--- src/rtl/pipe_stage_skid.sv ---
// pipe_stage_skid
//   Generic pipeline stage register with a valid/ready handshake and a
//   2-entry skid buffer (main + skid). in_ready is a decode of the state
//   register only, so backpressure never ripples combinationally upstream.
//   flush drops every held and incoming beat. A saturating counter records
//   the cycles in which no beat was presented downstream.
//
//   state | meaning
//   ------+--------------------------------------------------------------
//   EMPTY | nothing held, out_valid=0, in_ready=1
//   BUSY  | main register holds one beat, out_valid=1, in_ready=1
//   FULL  | main and skid both hold a beat, out_valid=1, in_ready=0
//
// Ports
//   clk         rising-edge clock
//   rst         synchronous, active-high reset
//   flush       drop all held and incoming beats
//   in_valid    upstream beat valid
//   in_ready    stage can accept (registered, low only when FULL)
//   in_data     upstream payload, lane k at [k*DATA_W +: DATA_W]
//   out_valid   downstream beat valid (main register full)
//   out_ready   downstream accepts
//   out_data    main register payload
//   occupancy   held beats: 0, 1 or 2
//   clear_cnt   synchronous clear of bubble_cnt
//   bubble_cnt  saturating count of cycles with out_valid=0

module pipe_stage_skid #(
   parameter int DATA_W = 32,
   parameter int LANES  = 5,
   parameter int CNT_W  = 16
) (
   input  logic                      clk,
   input  logic                      rst,
   input  logic                      flush,
   input  logic                      in_valid,
   output logic                      in_ready,
   input  logic [LANES*DATA_W-1:0]   in_data,
   output logic                      out_valid,
   input  logic                      out_ready,
   output logic [LANES*DATA_W-1:0]   out_data,
   output logic [1:0]                occupancy,
   input  logic                      clear_cnt,
   output logic [CNT_W-1:0]          bubble_cnt
);

   localparam int PW = LANES * DATA_W;

   typedef enum logic [1:0] {
      EMPTY = 2'd0,
      BUSY  = 2'd1,
      FULL  = 2'd2
   } state_t;

   state_t          state, state_nxt;
   logic [PW-1:0]   main_data;
   logic [PW-1:0]   skid_data;
   logic            in_fire;
   logic            out_fire;

   assign in_fire  = in_valid & in_ready;
   assign out_fire = out_valid & out_ready;

   // state register
   always_ff @(posedge clk) begin
      if (rst) begin
         state <= EMPTY;
      end else begin
         state <= state_nxt;
      end
   end

   // next-state logic; flush wins over any handshake
   always_comb begin
      state_nxt = state;
      if (flush) begin
         state_nxt = EMPTY;
      end else begin
         case (state)
            EMPTY: if (in_fire) state_nxt = BUSY;
            BUSY: begin
               if (in_fire && !out_fire)      state_nxt = FULL;
               else if (!in_fire && out_fire) state_nxt = EMPTY;
            end
            FULL:    if (out_fire) state_nxt = BUSY;
            default: state_nxt = EMPTY;
         endcase
      end
   end

   // outputs decode the state register only, so they are glitch-free and
   // never depend on out_ready within the same cycle
   always_comb begin
      out_valid = 1'b0;
      in_ready  = 1'b1;
      occupancy = 2'd0;
      case (state)
         BUSY: begin
            out_valid = 1'b1;
            occupancy = 2'd1;
         end
         FULL: begin
            out_valid = 1'b1;
            in_ready  = 1'b0;
            occupancy = 2'd2;
         end
         default: ;
      endcase
   end

   // payload registers; a beat arriving during flush is discarded
   always_ff @(posedge clk) begin
      if (rst || flush) begin
         main_data <= '0;
         skid_data <= '0;
      end else begin
         case (state)
            EMPTY: if (in_fire) main_data <= in_data;
            BUSY: begin
               if (in_fire && out_fire) main_data <= in_data;
               else if (in_fire)        skid_data <= in_data;
            end
            FULL:    if (out_fire) main_data <= skid_data;
            default: ;
         endcase
      end
   end

   assign out_data = main_data;

   always_ff @(posedge clk) begin
      if (rst || clear_cnt) begin
         bubble_cnt <= '0;
      end else if (!out_valid && (bubble_cnt != {CNT_W{1'b1}})) begin
         bubble_cnt <= bubble_cnt + 1'b1;
      end
   end

endmodule

--- config.mk ---
export PLATFORM = sky130hd
export DESIGN_NAME = pipe_stage_skid
export DESIGN_NICKNAME = d
export VERILOG_FILES = /design/src/rtl/pipe_stage_skid.sv
export SDC_FILE = /design/constraint.sdc
export NUM_CORES = 1
export LEC_CHECK = 0
export CORE_MARGIN = 2
export CORE_UTILIZATION = 32
export DETAILED_ROUTE_END_ITERATION = 8
export DONT_BUFFER_PORTS = 1
export PLACE_DENSITY_LB_ADDON = 0.12
export SYNTH_ARGS = -nofsm -noshare
export SYNTH_HDL_FRONTEND = slang
export SYNTH_SLANG_ARGS = --single-unit
--- constraint.sdc ---
create_clock -name clk -period 3.5 [get_ports clk]
set_input_delay 1.05 -clock clk [delete_from_list [all_inputs] [get_ports clk]]
set_output_delay 1.05 -clock clk [all_outputs]
set_load 0.03 [all_outputs]
* Yosys cells after proc, flatten, opt, wreduce, memory -nomap -nowiden *
Cells that the tools add are included.

word-level totals
  register bits after elaboration = 338
  input bits = 166
  word-level logic and storage cells = 43
  output and inout port bits = 180

operators by class
  add/subtract/negate cells = 1
  mux-type cells = 12
  equal/unequal tests = 7
  reductions and logical operators = 16
  bitwise logic cells = 3

operators by type and width
  kind                                                  number
  2-to-1 mux 160 bit                                    3
  one-hot mux 160 bit (3 select lines)                  1
  adder 16 x 1 -> 16 bit (second input constant)        1
  != test 16 bit (second input constant)                1
  2-to-1 mux 2 bit                                      4
  != test 2 bit (second input constant)                 3
  one-hot mux 2 bit (3 select lines)                    1
  AND reduction 3 bit                                   2
  logical AND 1 bit                                     4
  one-hot mux 2 bit (2 select lines)                    1
  AND reduction 4 bit                                   1
  OR reduction 2 bit                                    2
  zero test 1 bit                                       3
  != test 3 bit (second input constant)                 1
  nonzero test 3 bit                                    1
  bitwise AND 1 bit                                     2
  equality test 2 x 1 -> 1 bit (second input constant)  1
  equality test 2 bit (second input constant)           1
  zero test 2 bit                                       1
  logical OR 1 bit                                      2
  2-to-1 mux 1 bit                                      2
  inverter 1 bit                                        1

* Longest topological paths before layout *
Gate-level depths: netlist of run 1.

  word-level depth = 8
  gate-level depth with buffers = 14
  depth with buffers taken out = 9

* Least setup slack after synthesis of run 1 *
Ideal clock, no wire load.

  path kind = register to register
  start = register state[0]
  end = register main_data[56] (netlist: out_data[56])
  required time = 3.419 ns
  library setup time = 0.081 ns
  path slack = 0.601 ns
  period minus slack after synthesis = 2.899 ns
  cell stages (with the launch flop) = 14
  path buffers = 5
  arrival time = 2.817 ns
  cells stage by stage = dfxtp_1 > inv_1 > ha_1 > buf_2 > buf_2 > buf_2 > nor2b_1 > ha_1 > inv_1 > a21oi_2 > clkbuf_1 > clkbuf_1 > a21oi_1 > a211oi_2

on the way
  longest elaborated chain between the ends = 7
  elaborated cells on any way between the ends = 15
  those cells by class = eq/ne: 5; mux: 3; bitwise: 2; reduce/logical: 5

RTL lines
  element                                                                     line     source
  start, declared                                                             55       state_t state, state_nxt;
  start signal, assigned                                                      69       state <= state_nxt;
  equality test 2 bit / equality test 2 x 1 -> 1 bit (equally long branches)  97, 117
  OR reduction 2 bit (no line)                                                --
  2-to-1 mux 1 bit                                                            97       case (state)
  bitwise AND 1 bit                                                           62       assign out_fire = out_valid & out_ready;
  logical AND 1 bit                                                           120      if (in_fire && out_fire) main_data <= in_data;
  != test 2 bit (no line)                                                     --
  AND reduction 4 bit (no line)                                               --
  end signal, assigned                                                        118      EMPTY: if (in_fire) main_data <= in_data;
  end signal, assigned                                                        120
  end signal, assigned                                                        123      FULL: if (out_fire) main_data <= skid_data;
  end, declared                                                               56       logic [PW-1:0] main_data;

Parallel ways exist; a longest one is shown, timed or not.
A chain may end at the register's enable or synchronous reset.

* Worst setup path after layout of run 1 *
  start = register state[0]
  end = register main_data[92] (netlist: out_data[92])

Same word-level chain as after synthesis.

==> metrics.txt, run 1 <==
run status complete, no violations; Critical Setup Path Class reg2reg; Crit path arrival time 3.18 ns; final worst setup slack 0.7392 ns; terminus of the critical flop-to-flop path out_data[92]$_SDFFE_PP0P_; final weighted congestion in routability-driven placement 0.7571; Post-Place Worst Slack 0.7160 ns; total of flip-flops plus latches after synthesis 338; ratio of final minimum period to clock period 78.88%; nets 1,651; count of mapped cells out of synthesis 1,552; DR iter-0 viols 643; number of max-cap violations 0; cell accounting for the most synthesized area sky130_fd_sc_hd__dfxtp_1; syn avg cell area 9.215 um2; die area 46,400 um2; endpoint of the worst hold-timing path skid_data[76]$_SDFFE_PP0P_; clock tree from TritonCTS built; Post-Syn Nets 1,726; FF-to-FF Start state[0]$_SDFFE_PP0P_; unrepaired setup endpoints after global routing false; Total Power Consumption 9346 uW; fraction of final layout cells sized beyond drive strength 1 13.50%; critical path endpoint category flip-flop; total wirelength of the detailed-routed design 43,970 um; Highest Clock Rate 0.3622 GHz; total of hold buffers inserted after clock tree synthesis 0; startpoint of the most critical hold path skid_data[76]$_SDFFE_PP0P_; level count of the clock H-tree 2; average wire per cell in the routed design 20.98 um; number of flops mapped to enable cells by yosys 0; depth of the worst hold-timing path 2; sequential share of the synthesized area 47.31%; number of vias after detailed routing 11,042; routed vias/inst 5.268; master cell of the clock root buffer sky130_fd_sc_hd__clkbuf_16; number of antenna violations at the first check in global routing 0; Clock transition at path regs 0.06 ns; post-detailed-route DRC marker count 0; Final Hold Slack 0.4526 ns; share of the synthesized area in the top cell type 47.31%; quantity of I/O buffers inserted on ports 0; worst clock skew 0.01429 ns; TritonCTS Buffers 40; actual slew at the worst max-slew pin 0.8093 ns; cell with the most instances after synthesis sky130_fd_sc_hd__dfxtp_1; Max FO, Critical Path 39; antenna-violating nets left 0; count of different cell masters after synthesis 41; pin count of the biggest net entering global routing 130; most common flop cell mapped by yosys sky130_fd_sc_hd__dfxtp_1; worst voltage drop across the vdd grid 0.3670 mV; reported leakage power 0.004932 uW; die width 215.4 um; global-route wire length before repair 67,060 um; minimum clock period after layout 2.761 ns; # resized after CTS 0; top-level port count 346; All-Layer GR Usage 18.38%; final sum of negative setup slack 0 ns; worst-skew pair later-pin latency 0.55 ns; Startpoint Class flip-flop; buffers from clock root to sink, at most 3; HPWL reported at the end of detailed placement 26,580 um; post-synthesis instance area 14,300 um2; Data required, critical path 3.92 ns; logic depth of the worst register-to-register path 6; Slew Viols, Final 0; largest cells by area after synthesis sky130_fd_sc_hd__dfxtp_1 (47%), sky130_fd_sc_hd__a21oi_1 (12%), sky130_fd_sc_hd__mux2i_1 (11%); proportion of register bits with asynchronous set or reset after synthesis 0%; most instantiated cells after synthesis sky130_fd_sc_hd__dfxtp_1 (338), sky130_fd_sc_hd__a21oi_1 (333), sky130_fd_sc_hd__nand2_1 (329); number of failing hold endpoints at the final stage 0; power per standard cell area 579.1 nW/um2; final cell utilization of the core 36.58%; final count of negative-setup-slack endpoints 0; clock sink count 338; placeable core area 44,120 um2; layout-stage area growth over the synthesis result 12.85%; number of global-route vias before repair 10,643; YS warnings 0; vertical die dimension 215.4 um; Post CTS Setup Buffer Count 0; setup slack on the worst flop-to-flop path 0.74 ns; antenna diode count 0; Pre-Repair DR Iteration Count 5; worst hold path type reg2reg; initial standard-cell utilization of the core 32.41%; worst rel slew slack 46.05%; site row count 77; remaining global-route overflow 0
==> kinds of logic after synthesis <==
kind of cell | synth area share [%]
simple gates | 10.97
flops | 47.31
buf+inv | 4.961
mux | 11.34
fa+ha+maj | 0.6999
compound gates | 24.72
==> cells in the final DEF, fill, tap and decap left out, types with 11 or more instances in the layout <==
cell and instances:
sky130_fd_sc_hd__a211oi_2 100, sky130_fd_sc_hd__mux2i_1 162, sky130_fd_sc_hd__nand2_1 328, sky130_fd_sc_hd__a21oi_1 333, sky130_fd_sc_hd__a211oi_1 60, sky130_fd_sc_hd__dfxtp_1 338, sky130_fd_sc_hd__buf_12 17, sky130_fd_sc_hd__clkbuf_16 41
sky130_fd_sc_hd__clkbuf_8 11
==> power breakdown <==
part / internal, uW / switching (uW) / total (uW) / leakage (uW)
registers: 3980 / 331 / 4310 / 0.00275
logic: 271 / 531 / 802 / 0.00152
clock network: 2590 / 1650 / 4230 / 0.000665
==> worst max-delay path by stage <==
stage,end,cells after the start,slack [ns],start
2_1_floorplan,out_data[56]$_SDFFE_PP0P_,13,0.60,state[0]$_SDFFE_PP0P_
3_3_place_gp,out_data[92]$_SDFFE_PP0P_,6,0.76,state[0]$_SDFFE_PP0P_
3_5_place_dp,out_data[112]$_SDFFE_PP0P_,6,0.72,state[0]$_SDFFE_PP0P_
4_1_cts,out_data[112]$_SDFFE_PP0P_,6,0.71,state[0]$_SDFFE_PP0P_
5_1_grt,out_data[119]$_SDFFE_PP0P_,6,0.59,state[0]$_SDFFE_PP0P_
6_report,out_data[92]$_SDFFE_PP0P_,6,0.74,state[0]$_SDFFE_PP0P_
==> through the flow <==
step                      std cells  cell area [um2]
final                          2096            16140
after floorplan                1552            14300
after CTS                      2096            16140
after detailed placement       2027            14810
after global routing           2096            16140
after global placement         2027            14810
==> final cells by class <==
cell class | count | area, um2
sequential | 338 | 6766
timing repair buffer | 26 | 407.9
multi-input combinational | 1062 | 6860
clock inverter | 11 | 130.1
tap | 592 | 740.7
inverter | 9 | 33.78
clock buffer | 58 | 1200
fill | 4542 | 27990
==> worst max-delay path: stages, from the launching register on <==
cell and delay (ns):
sky130_fd_sc_hd__dfxtp_1 0.35, sky130_fd_sc_hd__inv_1 0.14, sky130_fd_sc_hd__ha_4 0.37, sky130_fd_sc_hd__buf_4 0.67, sky130_fd_sc_hd__buf_4 0.59, sky130_fd_sc_hd__mux2i_1 0.35, sky130_fd_sc_hd__a211oi_2 0.10
==> layer usage <==
metal | part of all wire (%) | vias up | GRT usage (%)
li1 | - | 5351 | -
met1 | 44 | 5329 | 23.54
met2 | 45 | 311 | 28.63
met3 | 8.8 | 51 | 7.343
met4 | 2.3 | 0 | 5.080
met5 | 0 | - | 0
==> sequential cells by signal, indices dropped and copies added, names as in the netlist <==
| name | count |
|---|---|
| out_data | 160 |
| skid_data | 160 |
| bubble_cnt | 16 |
| state | 2 |
(Power assumes the default switching activity.)
==> run 2: changes to the inputs <==
==> constraint.sdc (replaced) <==
create_clock -name clk -period 2.55 [get_ports clk]
set_input_delay 0.765 -clock clk [delete_from_list [all_inputs] [get_ports clk]]
set_output_delay 0.765 -clock clk [all_outputs]
set_load 0.03 [all_outputs]
==> run 2 against run 1 <==
Compared with the run above:
- first-iteration DRC count is 1.2% lower
- combinational power is 46% higher
- clock power is 31% higher
- critical path type is now reg2out
- global-route usage is 0.12 points lower
- sequential share of layout area is 0.70 points lower
- count of clock-buffer cells in the layout is 4 higher
==> metrics.txt, run 2 (synthesis results as in run 1) <==
run status complete, no violations; worst clock skew 0.01817 ns (+0.003886 ns); buffers from clock root to sink, at most 3 (unchanged); total wirelength of the detailed-routed design 43,650 um (-0.73%); actual slew at the worst max-slew pin 0.7887 ns (-0.02064 ns); unrepaired setup endpoints after global routing false; Max FO, Critical Path 8 (-79%); TritonCTS Buffers 40 (unchanged); Data required, critical path 1.79 ns (-2.13 ns); multi-input combinational cell area 6863 um2 (about the same); final sum of negative setup slack 0 ns (unchanged); Slew Viols, Final 0 (unchanged); top-level port count 346 (unchanged); fraction of final layout cells sized beyond drive strength 1 14.66% (+1.2 points); remaining global-route overflow 0 (unchanged); level count of the clock H-tree 2 (unchanged); minimum clock period after layout 2.420 ns; final count of negative-setup-slack endpoints 0 (unchanged); die area 46,400 um2 (unchanged); switching power 3411 uW (+36%); antenna diode count 0 (unchanged); die width 215.4 um (unchanged); worst voltage drop across the vdd grid 0.5381 mV (+47%); vertical die dimension 215.4 um (unchanged); switching part of the total 27.02% (+0.16 points); critical path endpoint category output pin; number of max-cap violations 0 (unchanged); relative contribution of the clock network to total power 43.9% (-1.4 points); pin count of the biggest net entering global routing 84 (-35%); clock tree from TritonCTS built; Seq. cell area 6766 um2 (unchanged); worst path cell trace inv_1, ha_4, buf_6, clkinvlp_4; commonest non-fill, non-tap cells in the layout sky130_fd_sc_hd__dfxtp_1 (338), sky130_fd_sc_hd__a21oi_1 (333), sky130_fd_sc_hd__nand2_1 (328); All-Layer GR Usage 18.26% (-0.12 points); worst-skew pair later-pin latency 0.55 ns (about the same); leading cell type in the layout, fill and taps excluded sky130_fd_sc_hd__dfxtp_1; number of antenna violations at the first check in global routing 0 (unchanged); Clock transition at path regs 0.06 ns (about the same); Startpoint Class flip-flop; combinational group share of total power 9.3% (+0.7 points); average wire per cell in the routed design 20.59 um (-1.9%); master cell of the clock root buffer sky130_fd_sc_hd__clkbuf_16; global-route wire length before repair 67,270 um (+0.31%); site row count 77 (unchanged); Critical Setup Path Class reg2out; worst rel slew slack 47.42% (+1.4 points); layout-stage area growth over the synthesis result 14.78%; power per standard cell area 769.1 nW/um2 (+33%); filler cell count 4,536 (-0.13%); routed vias/inst 5.190 (-1.5%); number of global-route vias before repair 10,727 (+0.79%); internal power 9214 uW (+35%); number of vias after detailed routing 11,003 (-0.35%); clock sink count 338 (unchanged); placeable core area 44,120 um2 (unchanged); reported leakage power 0.005075 uW (+2.9%); maximum single-stage delay on the critical path 0.35 ns (-0.32 ns); initial standard-cell utilization of the core 32.41% (unchanged); Pre-Repair DR Iteration Count 5 (unchanged); total of hold buffers inserted after clock tree synthesis 0 (unchanged); sequential share of power 46.8% (+0.7 points); DR iter-0 viols 635 (-1.2%); HPWL reported at the end of detailed placement 27,150 um (+2.2%); post-detailed-route DRC marker count 0 (unchanged); final weighted congestion in routability-driven placement 0.7803 (+3.1%); ratio of final minimum period to clock period 94.89%; quantity of I/O buffers inserted on ports 0 (unchanged); final cell utilization of the core 37.20% (+0.62 points); area post-placement 15,140 um2 (+2.3%); nets 1,677 (+1.6%); number of failing hold endpoints at the final stage 0 (unchanged); worst hold path type in2reg; antenna-violating nets left 0 (unchanged); Max stage delay cell, worst path sky130_fd_sc_hd__dfxtp_1; Highest Clock Rate 0.4133 GHz; Crit path arrival time 1.65 ns (-1.53 ns); Non-Filler Cell Area, Final 16,410 um2 (+1.7%)
## run 2: changes by cell type in the layout (fill, tap and decap cells not counted), moves of 2 or more
cell                        before  now
sky130_fd_sc_hd__buf_12         17   28
sky130_fd_sc_hd__buf_4           9   21
sky130_fd_sc_hd__clkinv_2        8    4
sky130_fd_sc_hd__clkbuf_1        6   11
sky130_fd_sc_hd__buf_6           0    3
sky130_fd_sc_hd__bufinv_16       3    1
## run 2: timing repair
action	4_1_cts	5_1_grt
endpoints found under the setup margin	0	7
gates resized for setup	0	4
setup buffers	0	0
## run 2: layout make-up
type,instances,share of cell area (%)
clock inverters,5,0.3049
inverters,9,0.2287
multi-input cells,1062,41.81
repair buffers,52,4.581
well taps,592,4.513
flip-flops and latches,338,41.22
clock buffers,62,7.341
## run 2: layer usage
metal  GRT usage, %  vias to the layer above  wire length, um
met3          7.329                       48             3926
met2          29.73                      263            20460
met1          22.34                     5297            18440
met4          4.966                        0              824
li1               -                     5395                -
met5              0                        -                0
## run 2: worst max-delay path, delay by kind of cell, from the launching register on
family | cells | cell delay, ns
buffers and inverters | 3 | 0.56
flip-flops | 1 | 0.35
adder cells (fa/ha/maj) | 1 | 0.19
## run 2: final timing paths
path,from,to,slack (ns),cells past startpoint
hold reg to reg,skid_data[107]$_SDFFE_PP0P_,skid_data[107]$_SDFFE_PP0P_,0.45,2
setup reg to reg,state[0]$_SDFFE_PP0P_,out_data[13]$_SDFFE_PP0P_,0.18,10
hold / removal,in_data[140],skid_data[140]$_SDFFE_PP0P_,0.34,2
setup / recovery,state[0]$_SDFFE_PP0P_,in_ready,0.13,4
## run 2: power by group through the flow
stage | Clock [uW] | Combinational [uW] | Sequential [uW]
global placement | 0 | 1170 | 6030
global route | 5930 | 1290 | 5920
CTS | 5730 | 1190 | 5910
detailed placement | 0 | 1190 | 6020
floorplan | 0 | 872 | 5960
finish | 5550 | 1170 | 5910
## run 2: through the flow
| step | hold WS (ns) | cells | power, uW | worst slack, ns |
|---|---|---|---|---|
| 2_1_floorplan | 0.4360 | 1552 | 6831 | 0.002631 |
| 3_3_place_gp | 0.4382 | 2053 | 7195 | 0.2319 |
| 3_5_place_dp | 0.4432 | 2053 | 7213 | 0.1842 |
| 4_1_cts | 0.3085 | 2120 | 12840 | 0.02468 |
| 5_1_grt | 0.3239 | 2120 | 13150 | 0.01694 |
| 6_report | 0.3421 | 2120 | 12620 | 0.1304 |
